[config.mk]
export PLATFORM = sky130hd
export DESIGN_NAME = cnl_job_host_ctrl
export DESIGN_NICKNAME = d
export VERILOG_FILES = /design/src/rtl/cnl_job_host_ctrl.sv
export SDC_FILE = /design/constraint.sdc
export NUM_CORES = 1
export LEC_CHECK = 0
export BUFFER_PORTS_ARGS = -buffer_cell sky130_fd_sc_hd__buf_2
export CAP_MARGIN = 20
export CORE_ASPECT_RATIO = 1.1
export CORE_UTILIZATION = 45
export DETAILED_ROUTE_END_ITERATION = 16
export PLACE_DENSITY = 0.83
export SYNTH_ARGS = -nofsm -noshare
export SYNTH_HDL_FRONTEND = slang
export SYNTH_SLANG_ARGS = --single-unit
[constraint.sdc]
create_clock -name clk_if -period 3.5 [get_ports clk_if]
set_input_delay 0.7 -clock clk_if [delete_from_list [all_inputs] [get_ports clk_if]]
set_output_delay 0.7 -clock clk_if [all_outputs]
set_load 0.005 [all_outputs]
[src/rtl/cnl_job_host_ctrl.sv]
// Host-side initiator for the quad job protocol with a 2-entry result skid buffer.
// Optional watchdog enabled by defining CNL_JOB_TIMEOUT_EN.
module cnl_job_host_ctrl #(
    parameter int C_PARAM_WIDTH    = 128,
    parameter int C_RESULT_WIDTH   = 16,
    parameter int C_CNT_WIDTH      = 32,
    parameter int C_TIMEOUT_CYCLES = 1048576
) (
    input  logic                      clk_if,
    input  logic                      rst,
    input  logic                      cmd_valid,
    output logic                      cmd_ready,
    input  logic [C_PARAM_WIDTH-1:0]  cmd_params,
    input  logic [C_CNT_WIDTH-1:0]    cmd_num_results,
    output logic                      job_start,
    input  logic                      job_accept,
    output logic [C_PARAM_WIDTH-1:0]  job_parameters,
    input  logic                      job_fetch_request,
    output logic                      job_fetch_ack,
    output logic                      job_fetch_complete,
    output logic                      fetch_go,
    input  logic                      fetch_done,
    input  logic                      job_complete,
    output logic                      job_complete_ack,
    input  logic                      result_valid,
    output logic                      result_accept,
    input  logic [C_RESULT_WIDTH-1:0] result_data,
    output logic                      res_out_valid,
    input  logic                      res_out_ready,
    output logic [C_RESULT_WIDTH-1:0] res_out_data,
    output logic [C_CNT_WIDTH-1:0]    result_count,
    output logic                      job_done,
    output logic                      count_err
);

    typedef enum logic [2:0] {
        S_IDLE  = 3'd0,
        S_START = 3'd1,
        S_RUN   = 3'd2,
        S_FACK  = 3'd3,
        S_FWAIT = 3'd4,
        S_FCMP  = 3'd5,
        S_CACK  = 3'd6
    } state_t;

    state_t                    state_r;
    logic                      cmd_ready_r, job_start_r, job_fetch_ack_r, fetch_go_r;
    logic                      job_fetch_complete_r, job_complete_ack_r, job_done_r, count_err_r;
    logic [C_PARAM_WIDTH-1:0]  job_params_r;
    logic [C_CNT_WIDTH-1:0]    expect_r, result_count_r, count_next_s;
    logic                      result_accept_r, head_valid_r, skid_valid_r;
    logic [C_RESULT_WIDTH-1:0] head_data_r, skid_data_r;
    logic                      push_s, pop_s, cmd_fire_s, timeout_s;
    logic [1:0]                occ_s, occ_next_s;

    assign push_s     = result_valid & result_accept_r;
    assign pop_s      = head_valid_r & res_out_ready;
    assign cmd_fire_s = cmd_valid & cmd_ready_r;

    // Next result count: one per push, saturating at all-ones
    always_comb begin
        count_next_s = result_count_r;
        if (push_s && (result_count_r != {C_CNT_WIDTH{1'b1}})) begin
            count_next_s = result_count_r + {{(C_CNT_WIDTH-1){1'b0}}, 1'b1};
        end else begin
            count_next_s = result_count_r;
        end
    end

    // Buffer occupancy after this cycle's push/pop
    always_comb begin
        occ_s      = {1'b0, head_valid_r} + {1'b0, skid_valid_r};
        occ_next_s = occ_s + {1'b0, push_s} - {1'b0, pop_s};
    end

`ifdef CNL_JOB_TIMEOUT_EN
    localparam int C_WD_WIDTH = $clog2(C_TIMEOUT_CYCLES + 1);
    state_t                prev_state_r;
    logic [C_WD_WIDTH-1:0] wd_r, dwell_s;
    logic                  watched_s;

    // Dwell time in the current state, including this cycle
    always_comb begin
        watched_s = (state_r == S_START) || (state_r == S_FWAIT) || (state_r == S_CACK);
        if (state_r == prev_state_r) begin
            dwell_s = wd_r + C_WD_WIDTH'(1);
        end else begin
            dwell_s = C_WD_WIDTH'(1);
        end
        timeout_s = watched_s && (dwell_s >= C_WD_WIDTH'(C_TIMEOUT_CYCLES));
    end

    // Watchdog counter, restarted whenever the FSM changes state
    always_ff @(posedge clk_if) begin
        if (rst) begin
            prev_state_r <= S_IDLE;
            wd_r         <= {C_WD_WIDTH{1'b0}};
        end else begin
            prev_state_r <= state_r;
            wd_r         <= watched_s ? dwell_s : {C_WD_WIDTH{1'b0}};
        end
    end
`else
    assign timeout_s = 1'b0 & (C_TIMEOUT_CYCLES < 0);
`endif

    // Result counter, cleared when a new job command is taken
    always_ff @(posedge clk_if) begin
        if (rst || cmd_fire_s) begin
            result_count_r <= {C_CNT_WIDTH{1'b0}};
        end else begin
            result_count_r <= count_next_s;
        end
    end

    // Two-entry skid buffer: head register drives the output, skid catches overflow
    always_ff @(posedge clk_if) begin
        if (rst) begin
            head_valid_r    <= 1'b0;
            skid_valid_r    <= 1'b0;
            head_data_r     <= {C_RESULT_WIDTH{1'b0}};
            skid_data_r     <= {C_RESULT_WIDTH{1'b0}};
            result_accept_r <= 1'b0;
        end else begin
            result_accept_r <= (occ_next_s != 2'd2);
            case ({head_valid_r, skid_valid_r})
                2'b00: begin
                    if (push_s) begin
                        head_data_r  <= result_data;
                        head_valid_r <= 1'b1;
                    end
                end
                2'b10: begin
                    if (push_s && pop_s) begin
                        head_data_r <= result_data;
                    end else if (pop_s) begin
                        head_valid_r <= 1'b0;
                    end else if (push_s) begin
                        skid_data_r  <= result_data;
                        skid_valid_r <= 1'b1;
                    end
                end
                2'b11: begin
                    if (pop_s) begin
                        head_data_r  <= skid_data_r;
                        skid_valid_r <= 1'b0;
                    end
                end
                default: begin
                    head_data_r  <= skid_data_r;
                    head_valid_r <= skid_valid_r;
                    skid_valid_r <= 1'b0;
                end
            endcase
        end
    end

    // Job protocol FSM with registered handshake outputs
    always_ff @(posedge clk_if) begin
        if (rst) begin
            state_r              <= S_IDLE;
            cmd_ready_r          <= 1'b0;
            job_start_r          <= 1'b0;
            job_params_r         <= {C_PARAM_WIDTH{1'b0}};
            expect_r             <= {C_CNT_WIDTH{1'b0}};
            job_fetch_ack_r      <= 1'b0;
            fetch_go_r           <= 1'b0;
            job_fetch_complete_r <= 1'b0;
            job_complete_ack_r   <= 1'b0;
            job_done_r           <= 1'b0;
            count_err_r          <= 1'b0;
        end else begin
            job_done_r <= 1'b0;
            if (push_s && (state_r == S_IDLE)) begin
                count_err_r <= 1'b1;
            end
            if (timeout_s) begin
                state_r              <= S_IDLE;
                cmd_ready_r          <= 1'b1;
                job_start_r          <= 1'b0;
                job_fetch_ack_r      <= 1'b0;
                fetch_go_r           <= 1'b0;
                job_fetch_complete_r <= 1'b0;
                job_complete_ack_r   <= 1'b0;
                job_done_r           <= 1'b1;
                count_err_r          <= 1'b1;
            end else begin
                case (state_r)
                    S_IDLE: begin
                        if (cmd_fire_s) begin
                            job_params_r <= cmd_params;
                            expect_r     <= cmd_num_results;
                            cmd_ready_r  <= 1'b0;
                            job_start_r  <= 1'b1;
                            state_r      <= S_START;
                        end else begin
                            cmd_ready_r <= 1'b1;
                        end
                    end
                    S_START: begin
                        if (job_accept) begin
                            job_start_r <= 1'b0;
                            state_r     <= S_RUN;
                        end
                    end
                    S_RUN: begin
                        // A fetch request wins over a simultaneous job completion
                        if (job_fetch_request) begin
                            job_fetch_ack_r <= 1'b1;
                            fetch_go_r      <= 1'b1;
                            state_r         <= S_FACK;
                        end else if (job_complete) begin
                            job_complete_ack_r <= 1'b1;
                            state_r            <= S_CACK;
                        end
                    end
                    S_FACK: begin
                        job_fetch_ack_r <= 1'b0;
                        fetch_go_r      <= 1'b0;
                        state_r         <= S_FWAIT;
                    end
                    S_FWAIT: begin
                        if (fetch_done) begin
                            job_fetch_complete_r <= 1'b1;
                            state_r              <= S_FCMP;
                        end
                    end
                    S_FCMP: begin
                        job_fetch_complete_r <= 1'b0;
                        state_r              <= S_RUN;
                    end
                    S_CACK: begin
                        if (!job_complete) begin
                            job_complete_ack_r <= 1'b0;
                            job_done_r         <= 1'b1;
                            cmd_ready_r        <= 1'b1;
                            state_r            <= S_IDLE;
                            if (count_next_s != expect_r) begin
                                count_err_r <= 1'b1;
                            end
                        end
                    end
                    default: begin
                        state_r              <= S_IDLE;
                        cmd_ready_r          <= 1'b0;
                        job_start_r          <= 1'b0;
                        job_fetch_ack_r      <= 1'b0;
                        fetch_go_r           <= 1'b0;
                        job_fetch_complete_r <= 1'b0;
                        job_complete_ack_r   <= 1'b0;
                    end
                endcase
            end
        end
    end

    assign cmd_ready          = cmd_ready_r;
    assign job_start          = job_start_r;
    assign job_parameters     = job_params_r;
    assign job_fetch_ack      = job_fetch_ack_r;
    assign fetch_go           = fetch_go_r;
    assign job_fetch_complete = job_fetch_complete_r;
    assign job_complete_ack   = job_complete_ack_r;
    assign result_accept      = result_accept_r;
    assign res_out_valid      = head_valid_r;
    assign res_out_data       = head_data_r;
    assign result_count       = result_count_r;
    assign job_done           = job_done_r;
    assign count_err          = count_err_r;

endmodule

==> results.sh <==
export IMPL_fill_cells=1970
export IMPL_slew_viol_final=0
export IMPL_grt_use_met3=0.0616
export IMPL_grt_max_degree=196
export IMPL_path_cells="ha_1, nand3_2, nor3_1, nand3_1, a2111oi_0, o311ai_1, nand4b_1, nor4_1, a31oi_1"
export IMPL_fmax_mhz=326
export IMPL_top_usage_layer="met2"
export IMPL_grt_pass1_vias=9733
export IMPL_drc=0
export IMPL_grt_first_pass_wirelength_um=51600
export IMPL_cts_htree_levels=1
export IMPL_firstDrtPassIters=5
export IMPL_start_util=0.458
export IMPL_path_max_fanout=8
export IMPL_worstMarginPinSlew_ns=0.889
export IMPL_routed_via_density=5.31
export IMPL_syn_inst=1267
export IMPL_finClkSkew_ns=0.0117
export IMPL_met2_usage=0.479
export IMPL_pin_count=371
export IMPL_synthArstFlopShare=0
export IMPL_p_leak_nw=5.55
export IMPL_regArea_um2=4740
export IMPL_multiInputGateArea_um2=4980
export IMPL_ys_seq_area_frac=0.468
export IMPL_die_w_um=145
export IMPL_synth_top_area_cell="dfxtp_1"
export IMPL_slowest_stage="a2111oi_0"
export IMPL_ant_nets=0
export IMPL_vias=10200
export IMPL_ys_flop_type="dfxtp_1"
export IMPL_hpwlAfterDp_um=24000
export IMPL_yosys_warnings=0
export IMPL_synth_common_cells="383 x nand2_1, 237 x dfxtp_1, 190 x a21oi_1"
export IMPL_cp_arrival_ns=3.47
export IMPL_utilization=0.593
export IMPL_finalSetupTns_ns=0
export IMPL_antenna_found_initial=2
export IMPL_first_iter_violations=769
export IMPL_track_usage=0.277
export IMPL_cts_resized=0
export IMPL_critPathCaptureType="flip-flop"
export IMPL_synth_top_cell_area_share=0.468
export IMPL_relSlewSlack=0.407
export IMPL_rsz0062_at_grt="no"
export IMPL_die_h_um=159
export IMPL_synthesis_area_um2=10100
export IMPL_cts_clk_slew_worst_paths_ns=0.06
export IMPL_postCtsHoldBufs=0
export IMPL_syn_num_nets=1455
export IMPL_wl_um=33200
export IMPL_crit_buf_inv=0
export IMPL_crit_required_ns=3.90
export IMPL_place_congestion=1.02
export IMPL_yosysMostFrequentCell="nand2_1"
export IMPL_ys_ff_latch=237
export IMPL_globalRouteMet1Util=0.333
export IMPL_hold_path_class="in2reg"
export IMPL_hold_violations=0
export IMPL_synth_area_leaders="dfxtp_1 47%, nand2_1 14%, a21oi_1 9.4%, nor2_1 3.0%, xnor2_1 2.8%"
export IMPL_cts_sinks=237
export IMPL_overflow=0
export IMPL_clockBufferDepth=3
export IMPL_drive_gt1_frac=0.291
export IMPL_post_cts_repair_setup_buffers=0
export IMPL_core_area_um2=22100
export IMPL_cp_start_kind="flip-flop"
export IMPL_finalSetupViolCount=0
export IMPL_clk_latency_ns=0.53
export IMPL_cts_made_buffers=26
export IMPL_tritoncts="done"
export IMPL_drt_wirelength_per_cell_um=17.3
export IMPL_io_buffers=370
export IMPL_synth_edf_count=0
export IMPL_status="finished, final reports clean"
export IMPL_power_w=0.00657
export IMPL_maxCapViolations=0
export IMPL_yosysUniqueCellTypes=71
export IMPL_slowest_delay_ns=0.51
export IMPL_die_area_um2=23100
export IMPL_syn2layout_area_growth_pct=29.3
export IMPL_final_min_period_over_clock_period=0.877
export IMPL_fin_nets=1792
export IMPL_ir_drop_mv=0.408
export IMPL_critPathTopFamily="simple AND/OR/NAND/NOR gates"
export IMPL_fin_crit_ns=3.07
export IMPL_cts_root_buffer="clkbuf_16"
export IMPL_criticalPathCategory="reg2reg"
export IMPL_power_density_nw_per_um2=502
export IMPL_avgSynthCellArea_um2=8.00
export IMPL_row_count=57
[kinds of logic after synthesis]
group           after synthesis  synth area share
simple gates                591             0.265
fa+ha+maj                     3           0.00444
buf+inv                      97            0.0419
mux                          17            0.0168
xor+xnor                     54            0.0495
compound gates              268             0.154
flops                       237             0.468
[worst register-to-register path, cell delays in order (launching register included)]
cell       delay, ns
dfxtp_1         0.48
ha_1            0.31
nand3_2         0.20
nor3_1          0.38
nand3_1         0.22
a2111oi_0       0.51
o311ai_1        0.23
nand4b_1        0.24
nor4_1          0.28
a31oi_1         0.10
[state kept, by name, indices dropped and copies added (netlist names)]
| name | flops |
|---|---|
| job_parameters | 128 |
| expect_r | 32 |
| result_count | 32 |
| res_out_data | 16 |
| skid_data_r | 16 |
| state_r | 3 |
| cmd_ready | 1 |
| count_err | 1 |
| fetch_go | 1 |
| job_complete_ack | 1 |
| job_done | 1 |
| job_fetch_complete | 1 |
| job_start | 1 |
| res_out_valid | 1 |
| result_accept | 1 |
| skid_valid_r | 1 |
[metrics by stage]
stage | instances | worst slack [ns] | cell area, µm² | hold WS [ns]
finish | 1917 | 0.429 | 13100 | 0.403
global route | 1916 | 0.146 | 13100 | 0.383
CTS | 1915 | 0.475 | 13100 | 0.380
detailed placement | 1871 | 0.260 | 12200 | 0.443
global placement | 1871 | 0.314 | 12200 | 0.438
floorplan | 1267 | 0.759 | 10100 | 0.436
[placed cells by master (no fill, tap or decap), types with 5 or more instances in the layout]
master     Yosys  final
mux2i_1       17     17
nor2b_1        9      8
clkbuf_8       0      5
nor3_1        14     13
nor4_1        11     10
and3_1         5      5
nand3_1       15     15
and4_1         6      6
a31oi_1        6      6
a211oi_1      21     21
a21oi_1      190    190
nand2_1      383    383
o21ai_0       12     12
nor2_1        82     82
o22ai_1        6      6
inv_1          9      9
clkbuf_16      0     26
dfxtp_1      237    237
buf_4          6     23
buf_2          4    369
xor2_1        20     20
nand2b_1       6      6
xnor2_1       32     32
nand4_1       20     20
[power by group]
part	switching [W]	total, W	internal, W	leakage [nW]
Sequential	0.000104	0.00296	0.00286	1.93
Combinational	0.000481	0.000825	0.000344	3.20
Clock	0.00110	0.00279	0.00169	0.430
Total	0.00169	0.00657	0.00489	5.55
[per-layer routing]
layer  wire length [µm]  up-vias
met5                  0        -
met4               1180        0
met3               2770       81
met2              16200      451
met1              13000     4685
li1                   -     4966
[final cells by class]
| type | count | share of cell area |
|---|---|---|
| multi-input cells | 933 | 0.380 |
| flip-flops and latches | 237 | 0.362 |
| repair buffers | 396 | 0.160 |
| clock buffers | 34 | 0.0558 |
| well taps | 295 | 0.0282 |
| clock inverters | 10 | 0.0109 |
| inverters | 10 | 0.00306 |
| diodes | 2 | 0.000382 |
[worst paths after layout]
path | cells past startpoint | endpoint | from | slack (ns)
hold / removal | 3 | job_parameters[65] | cmd_params[65] | 0.40
hold reg to reg | 2 | job_parameters[100] | job_parameters[100] | 0.45
setup / recovery | 9 | count_err | result_count[0] | 0.43
setup reg to reg | 9 | count_err | result_count[0] | 0.43
No activity file was read; power rests on OpenSTA's default activity.
